--- src/rtl/write_fifo.sv ---
// FWFT FIFO after the writer arbiter; 1-cycle write-to-read, no empty bypass; writes while full need a same-cycle pop.
// Sticky overflow/underflow flags; o_almost_full is built only when WRITE_FIFO_AFULL_EN is defined.
module write_fifo #(
    parameter int DATA_WIDTH  = 8,
    parameter int DEPTH       = 4,
    parameter int AFULL_LEVEL = 3
) (
    input  logic                       i_clk,
    input  logic                       i_reset_n,
    input  logic                       i_we,
    input  logic [DATA_WIDTH-1:0]      i_wdata,
    input  logic                       i_re,
    output logic [DATA_WIDTH-1:0]      o_rdata,
    output logic                       o_empty,
    output logic                       o_full,
    output logic [$clog2(DEPTH):0]     o_count,
    output logic                       o_overflow,
    output logic                       o_underflow
`ifdef WRITE_FIFO_AFULL_EN
    ,
    output logic                       o_almost_full
`endif
);

    localparam int PTR_W = $clog2(DEPTH);
    localparam int CNT_W = PTR_W + 1;
    localparam logic [CNT_W-1:0] DEPTH_C = CNT_W'(DEPTH);

    // Elaboration-time guard on the parameter set.
    if (DEPTH < 2 || (DEPTH & (DEPTH - 1)) != 0 || AFULL_LEVEL < 0 || AFULL_LEVEL > DEPTH) begin : g_bad_param
        $error("write_fifo: illegal DEPTH/AFULL_LEVEL");
    end

    logic [DATA_WIDTH-1:0] mem_q [DEPTH];
    logic [PTR_W-1:0]      wr_ptr_q, wr_ptr_d;
    logic [PTR_W-1:0]      rd_ptr_q, rd_ptr_d;
    logic [CNT_W-1:0]      count_q, count_d;
    logic                  overflow_q, overflow_d;
    logic                  underflow_q, underflow_d;
    logic                  wr_ok;
    logic                  rd_ok;
    logic                  empty;
    logic                  full;

    assign empty = (count_q == '0);
    assign full  = (count_q == DEPTH_C);

    always_comb begin
        wr_ok       = i_we & (~full | i_re);
        rd_ok       = i_re & ~empty;
        wr_ptr_d    = wr_ptr_q;
        rd_ptr_d    = rd_ptr_q;
        count_d     = count_q;
        overflow_d  = overflow_q;
        underflow_d = underflow_q;
        if (wr_ok) begin
            wr_ptr_d = wr_ptr_q + PTR_W'(1);
        end
        if (rd_ok) begin
            rd_ptr_d = rd_ptr_q + PTR_W'(1);
        end
        // Full with a pop frees exactly one slot, so count stays at DEPTH.
        count_d = count_q + CNT_W'(wr_ok) - CNT_W'(rd_ok);
        if (i_we & full & ~i_re) begin
            overflow_d = 1'b1;
        end
        if (i_re & empty) begin
            underflow_d = 1'b1;
        end
    end

    always_ff @(posedge i_clk or negedge i_reset_n) begin
        if (!i_reset_n) begin
            wr_ptr_q    <= '0;
            rd_ptr_q    <= '0;
            count_q     <= '0;
            overflow_q  <= 1'b0;
            underflow_q <= 1'b0;
        end else begin
            wr_ptr_q    <= wr_ptr_d;
            rd_ptr_q    <= rd_ptr_d;
            count_q     <= count_d;
            overflow_q  <= overflow_d;
            underflow_q <= underflow_d;
        end
    end

    // Storage is deliberately left out of reset.
    always_ff @(posedge i_clk) begin
        if (wr_ok) begin
            mem_q[wr_ptr_q] <= i_wdata;
        end
    end

`ifdef WRITE_FIFO_AFULL_EN
    logic afull_q, afull_d;

    always_comb begin
        afull_d = (count_d >= CNT_W'(AFULL_LEVEL));
    end

    always_ff @(posedge i_clk or negedge i_reset_n) begin
        if (!i_reset_n) begin
            afull_q <= 1'b0;
        end else begin
            afull_q <= afull_d;
        end
    end

    assign o_almost_full = afull_q;
`endif

    assign o_rdata     = mem_q[rd_ptr_q];
    assign o_empty     = empty;
    assign o_full      = full;
    assign o_count     = count_q;
    assign o_overflow  = overflow_q;
    assign o_underflow = underflow_q;

endmodule

--- config.mk ---
export PLATFORM = sky130hd
export DESIGN_NAME = write_fifo
export DESIGN_NICKNAME = d
export VERILOG_FILES = /design/src/rtl/write_fifo.sv
export SDC_FILE = /design/constraint.sdc
export NUM_CORES = 1
export LEC_CHECK = 0
export ABC_AREA = 0
export BUFFER_PORTS_ARGS = -buffer_cell sky130_fd_sc_hd__buf_2
export CAP_MARGIN = 20
export CORE_ASPECT_RATIO = 2
export CORE_MARGIN = 3
export CORE_UTILIZATION = 50
export DETAILED_ROUTE_END_ITERATION = 10
export PLACE_DENSITY = 0.83
export SYNTH_ARGS = -nofsm -noshare
export SYNTH_HDL_FRONTEND = slang
export SYNTH_SLANG_ARGS = --single-unit
--- constraint.sdc ---
create_clock -name i_clk -period 6.91 [get_ports i_clk]
set_clock_uncertainty 0.2 [all_clocks]
set_input_delay 1.382 -clock i_clk [delete_from_list [all_inputs] [get_ports i_clk]]
set_output_delay 1.382 -clock i_clk [all_outputs]
set_load 0.005 [all_outputs]
**After elaboration in Yosys (flattened, before gate mapping)**

Memories as Yosys holds them, arrays and structs flattened.
Cells that the tools add are included.

- Logic and storage cells: 23
- Bits in writable memories: 32
- Flip-flop bits (word level): 9
- Memories kept: 1
- Input port bits: 12

- Bitwise gates (word level): 9
- Multiplexer cells: 2
- Add/subtract/negate cells: 4
- Equal/unequal tests: 1
- Reduce and logical (&&, ||, !) cells: 1

Memories:

| name | depth | width | rd ports | clocked after memory_dff | write ports | line | text |
|---|---|---|---|---|---|---|---|
| mem_q | 4 | 8 | 1 | 0 | 1 | 34 | `logic [DATA_WIDTH-1:0] mem_q [DEPTH];` |

Operator list:

| operator | count |
|---|---|
| $and 1x1->1 | 5 |
| $add 2x1->2 const B | 2 |
| $add 3x1->3 | 1 |
| $eq 3x3->1 const B | 1 |
| $logic_not 3->1 | 1 |
| $not 1->1 | 3 |
| $sub 3x1->3 | 1 |
| $mux 1 | 2 |
| $or 1x1->1 | 1 |

**Logic depth before layout (Yosys ltp)**

Gate-level depths: netlist (run 1).

- Depth in word-level cells: 6
- Mapped depth: 9

**Worst setup path after synthesis (run 1)**

Ideal clock, no wire load.

- Kind: in2reg
- Start point: input port i_re
- End point: register count_q[2] (netlist: o_count[2])
- Cell stages on the path: 9
- Buffers on the path: 0
- Data arrival time: 2.821 ns
- Path slack: 3.763 ns
- Cell sequence: nor4b_4 nor2b_2 inv_1 ha_1 inv_1 ha_1 fa_1 xor2_1 xnor2_1

- Word-level cells in the longest chain between the ends: 4
- Elaborated cells on any way between the ends: 5
- Those cells by class: add/sub: 2; bitwise: 3

Ends and longest elaborated chain:

| what | line | text |
|---|---|---|
| from (decl) | 12 | `input logic i_re,` |
| $or 1x1->1 | 49 | `wr_ok = i_we & (~full \| i_re);` |
| $and 1x1->1 | 49 |  |
| $add 3x1->3 | 63 | `count_d = count_q + CNT_W'(wr_ok) - CNT_W'(rd_ok);` |
| $sub 3x1->3 * | 63 |  |
| net count_d[2] | 37 | `logic [CNT_W-1:0] count_q, count_d;` |
| to (signal assigned) | 82 | `count_q <= count_d;` |
| to (decl) | 37 |  |

The timed path passes the listed nets; every way through them passes the cells marked *.
A chain may end at the register's enable or synchronous reset.

**Worst setup path in the final report (run 1)**

- Start point: register rd_ptr_q[0]
- End point: output port o_rdata[6]

- Word-level cells in the longest chain between the ends: 1

Ends and longest elaborated chain:

| what | line | text |
|---|---|---|
| from (decl) | 36 | `logic [PTR_W-1:0] rd_ptr_q, rd_ptr_d;` |
| from (signal assigned) | 81 | `rd_ptr_q <= rd_ptr_d;` |
| $mem_v2 4x8 | - |  |
| to (decl) | 13 | `output logic [DATA_WIDTH-1:0] o_rdata,` |

No other way between the ends.

==> impl_metrics.env, run 1 <==
export IMPL_num_rows=28
export IMPL_synth_net_count=101
export IMPL_place_congestion=0.6902
export IMPL_insertion_delay_ns=0.28
export IMPL_fin_setup_tns_ns=0
export IMPL_finalMaxSlewViolations=0
export IMPL_cpPeakStageDelay_ns=0.73
export IMPL_worstHoldPathType="flop to flop"
export IMPL_peakVddDrop_mv=0.3165
export IMPL_cts_buffers=5
export IMPL_synthSimpleGateAreaFrac_pct=4.476
export IMPL_port_buffers=26
export IMPL_wl_um=2394
export IMPL_cts_resized=0
export IMPL_synth_distinct_cells=19
export IMPL_synth_commonest_cells="edfxtp_1 (32), dfrtp_1 (9), mux4_2 (8)"
export IMPL_grt_overflow=0
export IMPL_hpwl_um=1767
export IMPL_postCtsSetupBuffers=0
export IMPL_cap_violations=0
export IMPL_max_freq_ghz=0.3017
export IMPL_drive_gt1_share_pct=39.47
export IMPL_io_pins=27
export IMPL_nNetsFinal=132
export IMPL_async_reset_ff_share_pct=21.95
export IMPL_area_growth_pct=15.78
export IMPL_start_util_pct=54.11
export IMPL_clkTransAtPathRegs_ns=0.07
export IMPL_avgSynthCellArea_um2=20.11
export IMPL_coreArea_um2=3048
export IMPL_synth_compound_area_share_pct=1.442
export IMPL_synth_fa_ha_area_share_pct=5.766
export IMPL_tightest_slew_ns=0.6004
export IMPL_rsz0062_at_grt="no"
export IMPL_synth_top_family_by_area="multiplexers"
export IMPL_hold_buffers=0
export IMPL_ys_warn_count=0
export IMPL_die_y_um=87.22
export IMPL_synth_ff_type="edfxtp_1"
export IMPL_diodes=0
export IMPL_criticalPathCategory="flop to output port"
export IMPL_finalWorstPathRequiredPeriod_ns=3.315
export IMPL_cts_max_path_buffers=2
export IMPL_synth_seq_cells=41
export IMPL_synth_edf_count=32
export IMPL_grt_pass1_vias=802
export IMPL_period_share_pct=47.97
export IMPL_drc_errors=0
export IMPL_crit_path_top_delay_cell="dfrtp_1"
export IMPL_dieArea_um2=4065
export IMPL_cts_root_buf="clkbuf_8"
export IMPL_clock_sinks=41
export IMPL_drt_pass1_iter_count=3
export IMPL_syn_area_um2=1649
export IMPL_cts_htree_levels=2
export IMPL_synth_yosys_seq_area_share_pct=71.93
export IMPL_synth_cells=82
export IMPL_grt_use_total_pct=13.68
export IMPL_drt_iter0_drc=22
export IMPL_maxSlewHeadroom_pct=59.97
export IMPL_vias=778
export IMPL_worstPathMaxFanout=10
export IMPL_antenna_found_initial=0
export IMPL_wl_per_cell_um=16.63
export IMPL_design_area_um2=1909
export IMPL_vias_per_cell=5.403
export IMPL_yosysMostFrequentCell="edfxtp_1"
export IMPL_ff2ff_setup_slack_ns=4.50
export IMPL_start_kind="flop"
export IMPL_grt_pass1_wl_um=3801
export IMPL_power_leakage_nw=0.7471
export IMPL_tritoncts="yes"
export IMPL_total_power_mw=0.7826
export IMPL_worstPathRequired_ns=5.33
export IMPL_crit_chain="mux4_2, buf_2"
export IMPL_grt_max_degree=13
export IMPL_synth_top_area_share_pct=58.27
export IMPL_postPlaceCellArea_um2=1808
export IMPL_synthMuxAreaShare_pct=11.84
export IMPL_setup_viol=0
export IMPL_power_density_nw_per_um2=409.9
export IMPL_die_w_um=46.61
export IMPL_outcome="finished, final reports clean"
export IMPL_synth_area_top_cells="edfxtp_1 (58%), dfrtp_1 (14%), mux4_2 (11%)"
export IMPL_drt_antenna_violating_nets=0
export IMPL_synth_xor_area_share_pct=2.656
export IMPL_cp_end_kind="output port"
export IMPL_post_synth_top_area_cell="edfxtp_1"
export IMPL_critPathArrivalTime_ns=1.73
export IMPL_hold_violations=0
[cell families (layout without fill, tap and decap cells)]
kind of cell    after synthesis  after routing
simple gates                  9              9
compound gates                3              3
fa+ha+maj                     7              7
xor+xnor                      5              5
buf+inv                       8             40
mux                           9              9
flops                        41             41
[layout by cell type, fill, tap and decap left out, drive strengths merged]
master	instances
ha	6
clkbuf	7
and2	4
edfxtp	32
nor4b	1
mux2	1
xnor2	3
a21o	2
nand2	1
o31a	1
fa	1
nor3b	1
inv	6
clkinv	1
mux4	8
nor3	1
xor2	2
nor2b	1
dfrtp	9
buf	26
[critical path: cells and delay by family, from the launching register on]
kind / cells / cell delay, ns
flops: 1 / 0.73
buf+inv: 1 / 0.14
mux: 1 / 0.58
[worst paths after layout]
kind,start,end,cells past startpoint
setup / recovery,rd_ptr_q[0],o_rdata[6],2
hold / removal,o_overflow,o_overflow,1
setup reg to reg,o_count[2],o_count[2],9
hold reg to reg,o_overflow,o_overflow,1
max in group asynchronous,i_reset_n,wr_ptr_q[0],1
min in group asynchronous,i_reset_n,o_count[0],1
[layout make-up]
| type | count | area (um2) |
|---|---|---|
| inverters | 6 | 22.52 |
| repair buffers | 26 | 130.1 |
| clock buffers | 7 | 96.34 |
| multi-input cells | 33 | 431.7 |
| clock inverters | 1 | 5.005 |
| flip-flops and latches | 41 | 1186 |
| fillers | 227 | 1139 |
| well taps | 30 | 37.54 |
[sequential cells by signal, indices dropped and copies added (netlist names)]
name / count
rd_ptr_q: 2
o_overflow: 1
wr_ptr_q: 2
o_count: 3
mem_q: 32
o_underflow: 1
[power by group]
part           internal [mW]  total (mW)  switching (mW)
sequential             0.336       0.397          0.0614
clock                 0.0901       0.164          0.0742
combinational          0.131       0.221          0.0905
[stage by stage]
| step | setup WS (ns) | hold WS [ns] | util, % | cells |
|---|---|---|---|---|
| floorplan | 3.763 | 0.2510 | - | 82 |
| global placement | 3.557 | 0.2378 | 59.32 | 136 |
| detailed placement | 3.501 | 0.2401 | 59.32 | 136 |
| CTS | 3.549 | 0.2642 | 62.64 | 144 |
| global route | 3.474 | 0.2837 | 62.64 | 144 |
| finish | 3.595 | 0.2648 | 62.64 | 144 |
[metal layers]
layer / wire (um) / track usage, % / vias up / share of wire (%)
li1: - / - / 371 / -
met1: 925 / 15.85 / 383 / 39
met2: 1314 / 22.24 / 18 / 55
met3: 103 / 3.934 / 6 / 4.3
met4: 51 / 6.801 / 0 / 2.1
met5: 0 / 0 / - / 0
Note: power is estimated with default switching activity, not from simulation.
==> run 2: changes to the inputs <==
CORE_UTILIZATION = 49   (was 50)
PLACE_DENSITY = 0.85   (was 0.83)
clock period = 2.74 ns   (was 6.91 ns; I/O delays follow)
==> run 2 against run 1 <==
  * Power rose to 2.6 times the previous value
  * Design area up 0.92%
  * Largest power group unchanged
  * Clock-buffer cell count decreased by 1
  * Wire length increased by 11%
  * Combinational power rose to 2.6 times the previous value
  * Final cell count grew 1.4%
  * Via count increased by 1.4%
==> impl_metrics.env, run 2 (synthesis results as in run 1) <==
export IMPL_outcome="finished, final reports clean"
export IMPL_max_freq_ghz=0.4027
export IMPL_nNetsFinal=133
export IMPL_rsz0062_at_grt="no"
export IMPL_finalWorstPathRequiredPeriod_ns=2.483
export IMPL_die_w_um=47.02
export IMPL_coreArea_um2=3193
export IMPL_wl_per_cell_um=18.17
export IMPL_grt_use_met2_pct=27.51
export IMPL_critPathBufInv=2
export IMPL_criticalPathCategory="flop to flop"
export IMPL_drt_antenna_violating_nets=0
export IMPL_insertion_delay_ns=0.29
export IMPL_crit_family="adder cells"
export IMPL_seqPwrFrac_pct=49.2
export IMPL_hold_end="o_overflow"
export IMPL_cp_end_kind="flop"
export IMPL_drive_gt1_share_pct=38.26
export IMPL_crit_path_top_delay_cell="dfrtp_1"
export IMPL_worstPathMaxFanout=7
export IMPL_clkPwrFrac_pct=22.9
export IMPL_met1_usage_pct=16.26
export IMPL_worstHoldPathType="flop to flop"
export IMPL_fin_ws_ns=0.2568
export IMPL_cts_htree_levels=2
export IMPL_cts_root_buf="clkbuf_8"
export IMPL_cap_violations=0
export IMPL_vias_per_cell=5.404
export IMPL_grt_pass1_wl_um=4271
export IMPL_diodes=0
export IMPL_dieArea_um2=4140
export IMPL_final_common_cell="edfxtp_1"
export IMPL_grt_use_total_pct=15.97
export IMPL_cts_buffers=5
export IMPL_postPlaceCellArea_um2=1809
export IMPL_grt_pass1_vias=854
export IMPL_antenna_found_initial=0
export IMPL_maxSlewHeadroom_pct=60.58
export IMPL_swShare_pct=29.10
export IMPL_total_power_mw=2.045
export IMPL_regMostFlops="mem_q"
export IMPL_drt_iter0_drc=6
export IMPL_worstPathRequired_ns=2.71
export IMPL_drt_pass1_iter_count=2
export IMPL_vias=789
export IMPL_r2r_start="o_count[2]"
export IMPL_power_leakage_nw=0.7522
export IMPL_setup_viol=0
export IMPL_comb_power_share_pct=27.9
export IMPL_start_kind="flop"
export IMPL_cts_max_path_buffers=2
export IMPL_peakVddDrop_mv=0.6444
export IMPL_internal_power_mw=1.450
export IMPL_fin_util_pct=60.34
export IMPL_r2r_cells=9
export IMPL_pre_cts_ws_ns=0.1038
export IMPL_hpwl_um=1970
export IMPL_io_pins=27
export IMPL_rr_endpoint="o_count[2]"
export IMPL_crit_chain="nor4b_4, nor2b_2, inv_1, ha_1, inv_1, ha_1, fa_1, xor2_1, xnor2_1"
export IMPL_most_common_layout_cells="edfxtp_1 (32), buf_2 (26), dfrtp_1 (9)"
export IMPL_period_share_pct=90.63
export IMPL_finalMaxSlewViolations=0
export IMPL_port_buffers=26
export IMPL_num_rows=29
export IMPL_design_area_um2=1927
export IMPL_tightest_slew_ns=0.5913
export IMPL_die_y_um=88.04
export IMPL_postCtsSetupBuffers=0
export IMPL_ff2ff_setup_slack_ns=0.26
export IMPL_hold_violations=0
export IMPL_tritoncts="yes"
export IMPL_grt_overflow=0
export IMPL_start_util_pct=51.65
export IMPL_drc_errors=0
export IMPL_p_switching_mw=0.5949
export IMPL_power_density_nw_per_um2=1061
export IMPL_clock_sinks=41
export IMPL_grt_max_degree=14
export IMPL_wl_um=2653
export IMPL_clkTransAtPathRegs_ns=0.07
export IMPL_fin_setup_tns_ns=0
export IMPL_cpPeakStageDelay_ns=0.45
export IMPL_area_growth_pct=16.84
export IMPL_critPathArrivalTime_ns=2.45
export IMPL_largest_reg_flops=32
export IMPL_place_congestion=0.6585
export IMPL_min_from="o_overflow"
export IMPL_grt_busiest_layer="met2"
export IMPL_hold_path_depth=1
export IMPL_gr_usage_met3_pct=3.704
## run 2: cell count changes in the layout (fill, tap and decap cells not counted)
cell | previous run | this run
dlygate4sd3_1 | 0 | 1
clkbuf_8 | 7 | 5
bufinv_16 | 0 | 1
clkbuf_1 | 0 | 1
## run 2: per-layer routing
layer | up-vias | wire length (um)
met1 | 389 | 916
li1 | 373 | -
met2 | 22 | 1541
met5 | - | 0
met4 | 0 | 78
met3 | 5 | 116
## run 2: power groups by stage
| stage | clock (mW) | sequential [mW] | combinational [mW] |
|---|---|---|---|
| after detailed placement | 0 | 1.03 | 0.584 |
| after global placement | 0 | 1.01 | 0.547 |
| after floorplan | 0 | 0.934 | 0.432 |
| after CTS | 0.480 | 1.02 | 0.587 |
| after global routing | 0.510 | 1.04 | 0.633 |
| final | 0.469 | 1.01 | 0.570 |
## run 2: what timing repair did
| item | in CTS | in global routing |
|---|---|---|
| hold buffers | 1 | 0 |
| gates resized for setup | 0 | 0 |
| hold endpoints to repair | 9 | 0 |
## run 2: metrics by stage
| stage | std cells | hold slack, ns |
|---|---|---|
| finish | 146 | 0.2618 |
| global route | 146 | 0.2660 |
| global placement | 137 | 0.2042 |
| floorplan | 82 | 0.05241 |
| CTS | 146 | 0.2631 |
| detailed placement | 137 | 0.2124 |
## run 2: worst max-delay path by stage
stage,from,slack [ns],to,depth (start not counted)
final,o_count[2],0.26,o_count[2],9
after global routing,o_count[1],0.12,o_count[2],9
after CTS,rd_ptr_q[0],0.20,o_rdata[6],2
after detailed placement,i_re,0.10,o_count[2],10
after global placement,i_re,0.22,o_count[2],10
after floorplan,i_re,0.43,o_count[2],9
## run 2: final cells by class
| type | instances | area, um2 |
|---|---|---|
| clock buffers | 6 | 72.57 |
| clock inverters | 2 | 35.03 |
| fillers | 239 | 1266 |
| inverters | 6 | 22.52 |
| multi-input cells | 33 | 431.7 |
| flip-flops and latches | 41 | 1186 |
| well taps | 31 | 38.79 |
| repair buffers | 27 | 140.1 |
